==> src/rtl/ascii_hex_loader.sv <==
// ASCII hex text loader: parses whitespace-separated hex words from a byte
// stream and writes them to consecutive memory word addresses.
module ascii_hex_loader #(
    parameter int unsigned ADDR_W    = 10,
    parameter int unsigned BASE_ADDR = 0
) (
    input  logic              clk,
    input  logic              rst,
    input  logic              in_valid,
    input  logic [7:0]        in_data,
    output logic              in_ready,
    output logic              wr_en,
    output logic [ADDR_W-1:0] wr_addr,
    output logic [31:0]       wr_data,
    output logic [ADDR_W:0]   word_count,
    output logic              done,
    output logic              error,
    output logic [1:0]        err_code
);

    localparam logic [2:0] S_SCAN    = 3'd0;
    localparam logic [2:0] S_DIGIT   = 3'd1;
    localparam logic [2:0] S_COMMENT = 3'd2;
    localparam logic [2:0] S_DONE    = 3'd3;
    localparam logic [2:0] S_ERROR   = 3'd4;

    localparam logic [ADDR_W-1:0] BASE      = ADDR_W'(BASE_ADDR);
    localparam logic [ADDR_W-1:0] ADDR_ONE  = ADDR_W'(1);
    localparam logic [ADDR_W:0]   CNT_ONE   = (ADDR_W + 1)'(1);
    localparam logic [ADDR_W:0]   CAPACITY  = {1'b1, {ADDR_W{1'b0}}};

    localparam logic [1:0] E_ILLEGAL = 2'd1;
    localparam logic [1:0] E_LENGTH  = 2'd2;
    localparam logic [1:0] E_FULL    = 2'd3;

    logic [2:0]        state;
    logic [31:0]       acc;
    logic [3:0]        digit_cnt;
    logic [ADDR_W-1:0] addr;

    logic       is_hex;
    logic       is_sep;
    logic       is_hash;
    logic       is_eot;
    logic       is_lf;
    logic [3:0] nibble;
    logic       accept;

    always_comb begin
        is_hex = 1'b0;
        nibble = '0;
        if (in_data >= 8'h30 && in_data <= 8'h39) begin
            is_hex = 1'b1;
            nibble = in_data[3:0];
        end else if ((in_data >= 8'h41 && in_data <= 8'h46) ||
                     (in_data >= 8'h61 && in_data <= 8'h66)) begin
            is_hex = 1'b1;
            nibble = in_data[3:0] + 4'd9;
        end
        is_lf   = (in_data == 8'h0A);
        is_sep  = (in_data == 8'h20) || (in_data == 8'h09) ||
                  (in_data == 8'h0D) || is_lf;
        is_hash = (in_data == 8'h23);
        is_eot  = (in_data == 8'h04);
    end

    assign in_ready = !rst && (state == S_SCAN || state == S_DIGIT || state == S_COMMENT);
    assign accept   = in_valid && in_ready;

    always_ff @(posedge clk) begin
        if (rst) begin
            state      <= S_SCAN;
            acc        <= '0;
            digit_cnt  <= '0;
            addr       <= BASE;
            word_count <= '0;
            wr_en      <= 1'b0;
            wr_addr    <= BASE;
            wr_data    <= '0;
            done       <= 1'b0;
            error      <= 1'b0;
            err_code   <= '0;
        end else begin
            wr_en <= 1'b0;
            if (accept) begin
                case (state)
                    S_SCAN: begin
                        if (is_hex) begin
                            acc       <= {28'd0, nibble};
                            digit_cnt <= 4'd1;
                            state     <= S_DIGIT;
                        end else if (is_sep) begin
                            state <= S_SCAN;
                        end else if (is_hash) begin
                            state <= S_COMMENT;
                        end else if (is_eot) begin
                            state <= S_DONE;
                            done  <= 1'b1;
                        end else begin
                            state    <= S_ERROR;
                            error    <= 1'b1;
                            err_code <= E_ILLEGAL;
                        end
                    end
                    S_DIGIT: begin
                        if (is_hex) begin
                            if (digit_cnt == 4'd8) begin
                                state    <= S_ERROR;
                                error    <= 1'b1;
                                err_code <= E_LENGTH;
                            end else begin
                                acc       <= {acc[27:0], nibble};
                                digit_cnt <= digit_cnt + 4'd1;
                            end
                        end else if (is_sep || is_hash || is_eot) begin
                            // Capacity is checked at flush time so a full memory is never overwritten.
                            if (word_count == CAPACITY) begin
                                state    <= S_ERROR;
                                error    <= 1'b1;
                                err_code <= E_FULL;
                            end else begin
                                wr_en      <= 1'b1;
                                wr_addr    <= addr;
                                wr_data    <= acc;
                                addr       <= addr + ADDR_ONE;
                                word_count <= word_count + CNT_ONE;
                                acc        <= '0;
                                digit_cnt  <= '0;
                                if (is_sep) begin
                                    state <= S_SCAN;
                                end else if (is_hash) begin
                                    state <= S_COMMENT;
                                end else begin
                                    state <= S_DONE;
                                    done  <= 1'b1;
                                end
                            end
                        end else begin
                            state    <= S_ERROR;
                            error    <= 1'b1;
                            err_code <= E_ILLEGAL;
                            acc      <= '0;
                            digit_cnt <= '0;
                        end
                    end
                    S_COMMENT: begin
                        if (is_lf) begin
                            state <= S_SCAN;
                        end else if (is_eot) begin
                            state <= S_DONE;
                            done  <= 1'b1;
                        end
                    end
                    default: begin
                        state <= state;
                    end
                endcase
            end
        end
    end

endmodule

==> config.mk <==
export PLATFORM = sky130hd
export DESIGN_NAME = ascii_hex_loader
export DESIGN_NICKNAME = d
export VERILOG_FILES = /design/src/rtl/ascii_hex_loader.sv
export SDC_FILE = /design/constraint.sdc
export NUM_CORES = 1
export LEC_CHECK = 0
export ABC_CLOCK_PERIOD_IN_PS = 3270
export BUFFER_PORTS_ARGS = -buffer_cell sky130_fd_sc_hd__buf_2
export CORE_MARGIN = 4
export CORE_UTILIZATION = 45
export CTS_CLUSTER_DIAMETER = 120
export CTS_CLUSTER_SIZE = 10
export DETAILED_ROUTE_END_ITERATION = 10
export PLACE_DENSITY_LB_ADDON = 0.08
export SLEW_MARGIN = 20
export SYNTH_ARGS = -nofsm -noshare
export SYNTH_HDL_FRONTEND = slang
export SYNTH_SLANG_ARGS = --single-unit
==> constraint.sdc <==
create_clock -name clk -period 3.27 [get_ports clk]
set_input_delay 0.1635 -clock clk [delete_from_list [all_inputs] [get_ports clk]]
set_output_delay 0.1635 -clock clk [all_outputs]
set_load 0.005 [all_outputs]
# Word level (Yosys, flattened, before mapping)
# Index checks and enable logic that the tools add are counted.
# word_totals
regBits,107
wordCells,134
ram_bits,0
inputBits,11
romBits,0
memories,0
latchBits,0
out_inout_bits,59
# classes
eq_ne,26
magnitude_cmp,6
multipliers,0
shift,0
addsub,4
n_reduce_logical,23
n_div,0
n_mux,59
bitwise_logic,5
# op_table
op,count
two-way mux 32 bit,5
case mux 32 bit (2 select lines),1
two-way mux 3 bit,10
two-way mux 4 bit,7
"equality test 8 x 4 -> 1 bit, second input constant",3
two-way mux 1 bit,22
"!= test 2 bit, second input constant",10
two-way mux 2 bit,9
"equality test 8 x 6 -> 1 bit, second input constant",2
"greater-or-equal comparator 8 x 7 -> 1 bit, second input constant",2
"<= comparator 8 x 7 -> 1 bit, second input constant",2
"adder 11 x 1 -> 11 bit, second input constant",1
"equality test 11 bit, second input constant",1
AND reduction 11 bit,1
"adder 10 x 1 -> 10 bit, second input constant",1
AND reduction 5 bit,2
case mux 3 bit (3 select lines),1
"equality test 8 x 3 -> 1 bit, second input constant",1
"greater-or-equal comparator 8 x 6 -> 1 bit, second input constant",1
"<= comparator 8 x 6 -> 1 bit, second input constant",1
logical OR 1 bit,8
case mux 4 bit (2 select lines),1
AND reduction 8 bit,1
"!= test 3 bit, second input constant",2
20 further kinds,28

# Longest topological paths before layout
# Gate-level depths: netlist of run 1.
# depth
ltp_word,9
ltp_mapped,11
depth_no_buf,9

# Worst setup path before layout of run 1
# No wires, ideal clock.
# synth_timing
path_kind,input to register
from,in in_data[0]
to,reg addr[7]
setup_ps,70
arrival_ps,2184
cell_stages,9
setup_slack_ps,1016
path_cell_list,inv_1 -> ha_1 -> inv_1 -> o311ai_4 -> nand3_1 -> or3_1 -> clkbuf_2 -> or4_1 -> a21oi_1
# synth_between
elab_chain_len,7
word_cells_on_any_way,25
# synth_lines
item,line,source
start: declaration,10,"input logic [7:0] in_data,"
"greater-or-equal comparator 8 x 7 -> 1 bit, or another cell as far along",55,end else if ((in_data >= 8'h41 && in_data <= 8'h46) ||
"logical AND 1 bit, or another cell as far along",55,
"logical OR 1 bit, on equally long branches","55, 61",
two-way mux 1 bit / logical OR 1 bit (equally long branches),"55, 62",
two-way mux 1 bit / logical OR 1 bit (equally long branches),"52, 115",
NOT 1 bit (no line) / logical OR 1 bit (equally long branches),n/a,
AND reduction 5 bit (no line) (*),n/a,
end signal: assignment,125,addr <= addr + ADDR_ONE;
end: declaration,39,logic [ADDR_W-1:0] addr;
# Every way passes the cells marked *; elsewhere a longest branch is shown, timed or not.
# A chain may end at the register's enable or synchronous reset.

# Worst setup path after layout of run 1
# layout_timing
from,reg word_count[0]
to,reg addr[6]
# layout_between
elab_chain_len,3
# layout_lines
item,line,source
start: declaration,15,"output logic [ADDR_W:0] word_count,"
start signal: assignment,126,word_count <= word_count + CNT_ONE;
equality test 11 bit,117,if (word_count == CAPACITY) begin
NOT 1 bit (no line),n/a,
AND reduction 5 bit (no line),n/a,
# Every way passes these cells.

==> impl_results.md, run 1 <==
- Initial antenna violation count: 0
- Unique masters post-synth: 51
- Syn_nets: 596
- Total grt overflow: 0
- Syn Inst Count: 576
- Sw Ratio: 22.3%
- Seq/Total Area, Yosys: 45.0%
- Mapped Area: 4760 µm²
- Post-Route Utilization: 52.8%
- Crit path largest cell delay: 530 ps
- DR vias: 4138
- Largest net degree at the start of global routing: 78
- Vias in the first global route: 3902
- Least-Margin Pin Slew: 812 ps
- Final Skew: 10.6 ps
- RSZ-0062 raised after global routing: no
- CTS Root Cell: clkbuf_8
- Total wire length: 10.8 mm
- Critical-path top delay cell: or4_1
- Final period util: 78.5%
- DRC viols: 0
- P_sw: 527 µW
- Levels on crit path: 8
- Synth Area in XOR/XNOR: 2.39%
- Relative slew slack: 45.1%
- DRT Pass-1 Iters: 5
- Clock Power Share: 38.6%
- Post-CTS resize count: 0
- CP arrival: 2870 ps
- Wirelength per Cell: 13.9 µm
- Peak VDD IR: 0.167 mV
- Proportion of synthesized area in mux cells: 5.05%
- Worst Hold Depth: 5
- Mean post-synth cell area: 8.26 µm²
- Crit path max-delay family: simple AND/OR/NAND/NOR gates
- Fin Hold WS: 238 ps
- Htree depth: 3
- Kind of critical path: reg -> reg
- FFs w/ async S/R, synth: 0%
- TritonCTS Buffers: 9
- Commonest non-fill, non-tap cells in the layout: nand2_1, dfxtp_1, a21oi_1, buf_2, nand2b_1
- Buffers and inverters on the worst path: 2
- Yosys reg bits: 107
- Top Layer Used: met4
- Fin crit period: 2570 ps
- Leak Pwr: 0.00197 µW
- Hold Path Class: in -> reg
- Slew Limit Fails: 0
- Row Count: 37
- Critical Path RT: 3570 ps
- Final hold violation count: 0
- Area fraction in compound gates after synthesis: 13.9%
- Wl on met1: 5.43 mm
- Final setup vio count: 0
- Sequential power share: 55.9%
- Tot Pwr: 2360 µW
- Placer Congestion: 0.854
- Hpwl dp: 7.39 mm
- Reg-to-reg setup timing slack: 700 ps
- Ports: 70
- Pint: 1830 µW
- Run status: completed
- CP Cell Sequence: inv_1 -> ha_1 -> nand4_1 -> nand3_1 -> or3_1 -> buf_4 -> or4_1 -> a21oi_1
- Layout cell share with drive strength beyond 1: 16.7%
- First-pass GRT wire length: 18.3 mm
- PwrDens: 433 nW/µm²
- Share of the synthesized area in the top cell type: 45.0%
- Fillers: 1044
- CTS tree: done
- Iteration-0 DRC Markers: 208
- Top post-synthesis cells by area: dfxtp_1, nand2_1, a21oi_1
- Reg2reg path depth: 8
- F_max: 389 MHz
- Simple-Gate Fraction of Synth Area: 26.5%
- Fin nets: 654
- Worst-Skew Late Latency: 380 ps
- Synth area leader: dfxtp_1
- Setup tns final: 0 ps
- Final antenna-violating net count: 0
- Port Buf Inserts: 69
- Setup Buffers After CTS: 0
- Total Routing Usage GR: 17.5%
- Yosys Warn Count: 0
- Post-Synth Adder-Cell Area: 2.37%
- Die width: 111 µm
- Hold_buf cts: 0
- Die H: 111 µm
- Number of diodes: 0
- WL met2: 4.62 mm
- Num Clock Sinks: 107
- Comb power frac: 5.5%
- Via/cell ratio: 5.34
- Synth-to-Final Area Change: 14.6%
- Clk slew on worst S/H paths: 90 ps
- Peak fanout along the critical path: 35
- Core Area: 10300 µm²
- Post-synth EDFFs: 0
- Initial Util: 46.1%
- CP Launch Type: register
- Max Cap Viol: 0
- Largest family of logic cells by synthesized area: simple AND/OR/NAND/NOR gates
- Clock Tree Buf Depth: 2
- Main flop type after synthesis: dfxtp_1
- Worst setup EP type: register
- Commonest non-fill, non-tap cell in the layout: nand2_1
- WL met3: 498 µm
- Die area: 12300 µm²
area by class of cell:
cell class              count  area, µm²  share of cell area (%)
multi-input cells         413       2380                    43.8
flip-flops and latches    107       2140                    39.3
repair buffers             83        450                    8.26
well taps                 136        170                    3.12
clock buffers              13        159                    2.92
inverters                  20       75.1                    1.38
clock inverters             3       68.8                    1.26
final timing paths:
check	start	end
max	word_count[0]	addr[6]
min	in_valid	state[1]
max reg2reg	word_count[0]	addr[6]
min reg2reg	error	error
synthesized netlist by cell type, types with 4 or more instances:
cell,instances
nand2b_1,29
buf_2,9
dfxtp_1,107
xnor2_1,13
a21oi_1,69
nand2_1,123
o21ai_0,6
a211oi_1,4
clkbuf_1,23
nor3_1,4
ha_1,9
nor4b_1,4
mux2i_1,24
inv_1,19
nor4_1,14
nor2_1,28
nand3_1,21
or3_1,4
o31ai_1,4
nand4_1,12
metal layers:
layer	up-vias	GRT usage [%]
met1	1933	24.2
met4	0	5.83
li1	2093	-
met3	18	4.75
met2	94	26.6
met5	-	0
cells by family (layout without fill, tap and decap cells):
kind of cell,count (synthesis),count (layout)
AND/OR/NAND/NOR,260,260
AO/OA/AOI/OAI,107,107
flip-flops,107,107
buffers and inverters,56,119
multiplexers,24,24
XOR/XNOR,13,13
adder cells (fa/ha/maj),9,9
flip-flops by register name, indices dropped and copies added (netlist names):
signal,count
err_code,2
done,1
addr,10
word_count,11
acc,32
error,1
wr_data,32
wr_en,1
state,3
digit_cnt,4
wr_addr,10
power groups by stage:
stage | Sequential (µW) | Combinational [µW] | Clock, µW
floorplan | 1350 | 94.5 | 0
global placement | 1350 | 127 | 0
detailed placement | 1350 | 129 | 0
CTS | 1320 | 130 | 938
global route | 1320 | 143 | 993
finish | 1320 | 130 | 912
worst reg2reg max path: stages, from the launching register on:
cell and delay (ps):
dfxtp_1 430, inv_1 90, ha_1 220, nand4_1 210, nand3_1 140, or3_1 450
buf_4 270, or4_1 530, a21oi_1 170
stage by stage:
step / std cells / setup WS [ps] / instance area [µm²]
floorplan: 576 / 1020 / 4760
global placement: 759 / 555 / 5220
detailed placement: 759 / 453 / 5220
CTS: 775 / 703 / 5450
global route: 775 / 521 / 5450
finish: 775 / 702 / 5450
Note: power is estimated with default switching activity, not from simulation.
==> run 2, diff against run 1 <==
--- a/config.mk
+++ b/config.mk
@@ -5,7 +5,8 @@
 export SDC_FILE = /design/constraint.sdc
 export NUM_CORES = 1
 export LEC_CHECK = 0
-export ABC_CLOCK_PERIOD_IN_PS = 3270
+export ABC_AREA = 1
+export ABC_CLOCK_PERIOD_IN_PS = 2500
 export BUFFER_PORTS_ARGS = -buffer_cell sky130_fd_sc_hd__buf_2
 export CORE_MARGIN = 4
 export CORE_UTILIZATION = 45
==> constraint.sdc (replaced) <==
create_clock -name clk -period 2.5 [get_ports clk]
set_input_delay 0.125 -clock clk [delete_from_list [all_inputs] [get_ports clk]]
set_output_delay 0.125 -clock clk [all_outputs]
set_load 0.005 [all_outputs]
==> run 2 against run 1 <==
  * Final cell count grew 11%
  * Highest routed layer unchanged
  * Worst setup slack lost 260 ps
  * Critical path type unchanged
  * Critical endpoint is now digit_cnt[1]
  * Worst hold slack worse by 38 ps
  * Largest power group unchanged
  * Via count is 5.2% higher
==> impl_results.md, run 2 <==
- Number of diodes: 0
- Synth-to-Final Area Change: 11.4%
- Core Area: 10800 µm²
- Worst setup EP type: register
- Syn Inst Count: 665
- Final period util: 82.3%
- R2R Path End: digit_cnt[1]
- Synth area leader: dfxtp_1
- DR vias: 4355
- Hold Path Origin: in_data[0]
- Main flop type after synthesis: dfxtp_1
- Clock Tree Buf Depth: 2
- Total wire length: 11.5 mm
- Seq/Total Area, Yosys: 42.8%
- Peak VDD IR: 0.366 mV
- Reg2reg path depth: 9
- Layout Cells excl Fill: 864
- Least-Margin Pin Slew: 595 ps
- Largest net degree at the start of global routing: 54
- Reg-to-reg setup timing slack: 440 ps
- FFs w/ async S/R, synth: 0%
- Die area: 12900 µm²
- Htree depth: 3
- Final setup vio count: 0
- CP arrival: 2330 ps
- Post-CTS resize count: 0
- Port Buf Inserts: 69
- Placed cells: 848
- Total grt overflow: 0
- Share of the synthesized area in the top cell type: 42.8%
- DRC viols: 0
- Yosys reg bits: 107
- TritonCTS Buffers: 9
- Worst Hold Depth: 4
- Slew Limit Fails: 0
- Num Clock Sinks: 107
- Setup tns final: 0 ps
- Critical Path RT: 2770 ps
- Commonest non-fill, non-tap cell in the layout: nor2_1
- Placer Congestion: 0.855
- Via/cell ratio: 5.04
- Hold Path Class: in -> reg
- Most frequent cells after synthesis: nor2_1, dfxtp_1, nand2_1
- PwrDens: 523 nW/µm²
- First-pass GRT wire length: 20.3 mm
- CTS Root Cell: clkbuf_8
- Mapped Area: 5010 µm²
- Initial Util: 46.2%
- Iteration-0 DRC Markers: 269
- Dpl cell area: 5390 µm²
- Peak fanout along the critical path: 40
- Max Cap Viol: 0
- Post-synth EDFFs: 0
- Initial antenna violation count: 0
- Run status: completed
- Die H: 113 µm
- Leak Pwr: 0.00245 µW
- Fin Hold WS: 199 ps
- RSZ-0062 raised after global routing: no
- Commonest non-fill, non-tap cells in the layout: nor2_1, dfxtp_1, nand2_1
- Syn_nets: 685
- Final hold violation count: 0
- Final Skew: 8.82 ps
- F_max: 486 MHz
- Mean post-synth cell area: 7.53 µm²
- Clk slew on worst S/H paths: 100 ps
- Top flop regs: acc x32, wr_data x32, word_count x11
- Hpwl dp: 7.78 mm
- Wirelength per Cell: 13.3 µm
- CP Launch Type: register
- Row Count: 38
- Kind of critical path: reg -> reg
- Min-Delay Endpoint: acc[0]
- CTS tree: done
- Critical R2R Launch: state[1]
- Hold_buf cts: 1
- Vias in the first global route: 4282
- DRT Pass-1 Iters: 4
- Relative slew slack: 60.3%
- Final antenna-violating net count: 0
- Unique masters post-synth: 35
- Pre-CTS setup slack: 305 ps
- Die width: 113 µm
- Setup Buffers After CTS: 0
- Final instance area: 5580 µm²
- Cell with the most instances after synthesis: nor2_1
- Total Routing Usage GR: 19.0%
- Fin crit period: 2060 ps
- Layout cell share with drive strength beyond 1: 16.9%
- Fin nets: 740
- Yosys Warn Count: 0
- Top post-synthesis cells by area: dfxtp_1, nor2_1, nand2_1
- Post-route setup slack: 442 ps
- Ports: 70
- Worst-Skew Late Latency: 370 ps
[run 2: cell families (layout without fill, tap and decap cells)]
logic type / count (synthesis) / after routing / share of synthesized area, %
DFF: 107 / 107 / 42.8
AOI/OAI and AO/OA: 123 / 123 / 12.6
and+or+nand+nor: 327 / 327 / 31.0
adders and majority gates: 9 / 9 / 2.25
buffers and inverters: 79 / 138 / 7.85
xor gates and xnor gates: 20 / 20 / 3.50
[run 2: cell type report]
cell class              instances  area [µm²]
fillers                      1087        5270
multi-input cells             479        2470
flip-flops and latches        107        2140
repair buffers                 81         450
well taps                     140         175
clock buffers                  13         169
inverters                      42         158
clock inverters                 2        10.0
[run 2: worst max-delay path by stage]
stage,cells after the start,end,from
5_1_grt,9,digit_cnt[1],state[1]
2_1_floorplan,9,word_count[3],word_count[0]
3_5_place_dp,12,digit_cnt[1],in_data[1]
4_1_cts,9,digit_cnt[1],state[1]
6_report,9,digit_cnt[1],state[1]
3_3_place_gp,11,digit_cnt[1],in_data[0]
[run 2: critical path, stage by stage, from the launching register on]
cell and delay [ps]:
dfxtp_1 400, nor2_2 90, nand2_4 130, clkinv_1 220, nand2_4 170, nor2_4 50
nor2_8 260, nand2_4 300, o21ai_2 260, nor2_1 70
[run 2: metrics by stage]
stage          utilization (%)  power (µW)
2_1_floorplan                -        1910
3_3_place_gp              49.7        1960
3_5_place_dp              49.7        1960
4_1_cts                   51.4        2960
5_1_grt                   51.4        3060
6_report                  51.4        2920
[run 2: report_power, final]
| part | switching, µW | leakage (µW) | internal, µW |
|---|---|---|---|
| clock network | 557 | 0.0000953 | 437 |
| registers | 10.3 | 0.000862 | 1720 |
| logic | 135 | 0.00150 | 61.7 |
| total | 702 | 0.00246 | 2210 |
[run 2: per-layer routing]
| layer | GRT usage (%) | vias up | share of wire [%] |
|---|---|---|---|
| met5 | 0 | - | 0 |
| met3 | 4.67 | 18 | 4.6 |
| met2 | 30.5 | 75 | 46 |
| li1 | - | 2304 | - |
| met4 | 6.41 | 0 | 1.7 |
| met1 | 25.1 | 1958 | 48 |
==> run 3, diff against run 2 <==
--- a/config.mk
+++ b/config.mk
@@ -6,7 +6,7 @@
 export NUM_CORES = 1
 export LEC_CHECK = 0
 export ABC_AREA = 1
-export ABC_CLOCK_PERIOD_IN_PS = 2500
+export ABC_CLOCK_PERIOD_IN_PS = 1930
 export BUFFER_PORTS_ARGS = -buffer_cell sky130_fd_sc_hd__buf_2
 export CORE_MARGIN = 4
 export CORE_UTILIZATION = 45
==> constraint.sdc (replaced) <==
create_clock -name clk -period 1.93 [get_ports clk]
set_input_delay 0.0965 -clock clk [delete_from_list [all_inputs] [get_ports clk]]
set_output_delay 0.0965 -clock clk [all_outputs]
set_load 0.005 [all_outputs]
==> run 3 against run 2 <==
  * Sequential power rose by 29%
  * Combinational power rose by 36%
  * Worst setup slack got worse by 280 ps
  * Sequential share of layout area fell by 0.98 points
  * Register-to-register slack got worse by 280 ps
  * Clock power rose by 43%
  * Non-clock buffer count rose by 8
  * Final cell count rose by 0.93%
  * Largest power group unchanged
==> impl_results.md, run 3 (synthesis results as in run 2) <==
- Run status: completed
- CTS tree: done
- Synth-to-Final Area Change: 14.3%
- Fin nets: 748
- Final antenna-violating net count: 0
- CP arrival: 2070 ps
- Fillers: 1078
- Top flop regs: acc x32, wr_data x32, word_count x11
- Fin crit period: 1770 ps
- Final Skew: 7.49 ps
- Htree depth: 3
- Critical Path RT: 2230 ps
- Least-Margin Pin Slew: 618 ps
- Crit path largest cell delay: 390 ps
- Critical-path top delay cell: dfxtp_1
- Hpwl dp: 7.99 mm
- Post-CTS resize count: 0
- GR Layer Usage met3: 3.82%
- Max Cap Viol: 0
- CP Cell Sequence: inv_1 -> o21ai_1 -> nor3_4 -> nand2_1 -> nor3_4 -> buf_6 -> nand3_1 -> a21oi_1
- Final period util: 91.6%
- Clock Tree Buf Depth: 2
- Slew Limit Fails: 0
- F_max: 566 MHz
- Layout cell share with drive strength beyond 1: 18.2%
- GRT Max-Usage Layer: met2
- Placer Congestion: 0.856
- Hold Path Class: in -> reg
- Dpl cell area: 5500 µm²
- Clk slew on worst S/H paths: 100 ps
- Total wire length: 11.8 mm
- Wirelength per Cell: 13.5 µm
- Crit path max-delay family: simple AND/OR/NAND/NOR gates
- First-pass GRT wire length: 20.2 mm
- PwrDens: 686 nW/µm²
- Worst-Skew Late Latency: 370 ps
- DRC viols: 0
- Hold_buf cts: 0
- Num Clock Sinks: 107
- Iteration-0 DRC Markers: 283
- Setup Buffers After CTS: 0
- Number of diodes: 0
- Via/cell ratio: 5.15
- Commonest non-fill, non-tap cells in the layout: nor2_1, dfxtp_1, nand2_1
- Initial Util: 46.2%
- Relative slew slack: 58.8%
- Ports: 70
- CTS Root Cell: clkbuf_8
- DR vias: 4493
- M2 GR Usage: 29.9%
- Total grt overflow: 0
- Leak Pwr: 0.00252 µW
- Die H: 113 µm
- Met1 GRT Util: 25.2%
- Largest net degree at the start of global routing: 56
- Die area: 12900 µm²
- Row Count: 38
- Peak VDD IR: 0.370 mV
- Initial antenna violation count: 0
- Final instance area: 5720 µm²
- Total Routing Usage GR: 18.8%
- FF+latch area: 2140 µm²
- Buffers and inverters on the worst path: 2
- Worst setup EP type: register
- TritonCTS Buffers: 9
- Kind of critical path: reg -> reg
- Final setup vio count: 0
- Peak fanout along the critical path: 17
- Die width: 113 µm
- Core Area: 10800 µm²
- Vias in the first global route: 4307
- Commonest non-fill, non-tap cell in the layout: nor2_1
- Port Buf Inserts: 69
- RSZ-0062 raised after global routing: no
- Final hold violation count: 0
- Multi-input combinational cell area: 2480 µm²
- Setup tns final: 0 ps
- CP most frequent cell: nor3_4
- Fin Hold WS: 132 ps
- CP Launch Type: register
- DRT Pass-1 Iters: 4
run 3: cell types whose count changed in the layout (fill, tap and decap cells not counted), moves of 2 or more:
cell,change
buf_4,+4
buf_12,+4
clkinv_2,-2
nor2_4,+2
nor2_2,-2
clkbuf_8,-2
clkinvlp_4,+3
run 3: tightest hold or removal path: cells and delay by family:
kind | cells | cell delay (ps)
buffers and inverters | 2 | 210
and+or+nand+nor | 2 | 140
run 3: metrics by stage:
stage | instances | util, % | power [µW] | setup WS, ps
2_1_floorplan | 665 | - | 2470 | 284
4_1_cts | 872 | 52.6 | 3960 | 103
3_3_place_gp | 857 | 50.8 | 2550 | 112
3_5_place_dp | 857 | 50.8 | 2550 | 38.1
5_1_grt | 872 | 52.8 | 4100 | 8.35
6_report | 872 | 52.8 | 3920 | 162
run 3: worst paths after layout:
kind	from	end	slack (ps)	cells after the start
max	state[0]	addr[9]	160	8
min	rst	wr_en	130	4
max reg2reg	state[0]	addr[9]	160	8
min reg2reg	error	error	450	2
run 3: layout make-up:
| class | count | area share (%) |
|---|---|---|
| sequential | 107 | 37.4 |
| inverter | 42 | 2.82 |
| tap | 140 | 3.06 |
| clock buffer | 10 | 2.41 |
| clock inverter | 5 | 1.09 |
| timing repair buffer | 89 | 9.82 |
| multi-input combinational | 479 | 43.4 |
run 3: power by group:
group	switching, µW	internal, µW	leakage (µW)
clock	784	636	0.0000950
combinational	178	88.7	0.00156
sequential	15.2	2220	0.000862
total	977	2950	0.00252
run 3: layer usage:
layer | wire length [µm] | share of wire (%) | vias up
met5 | 0 | 0 | -
li1 | - | - | 2317
met2 | 5380 | 46 | 95
met4 | 177 | 1.5 | 0
met1 | 5650 | 48 | 2069
met3 | 592 | 5.0 | 12
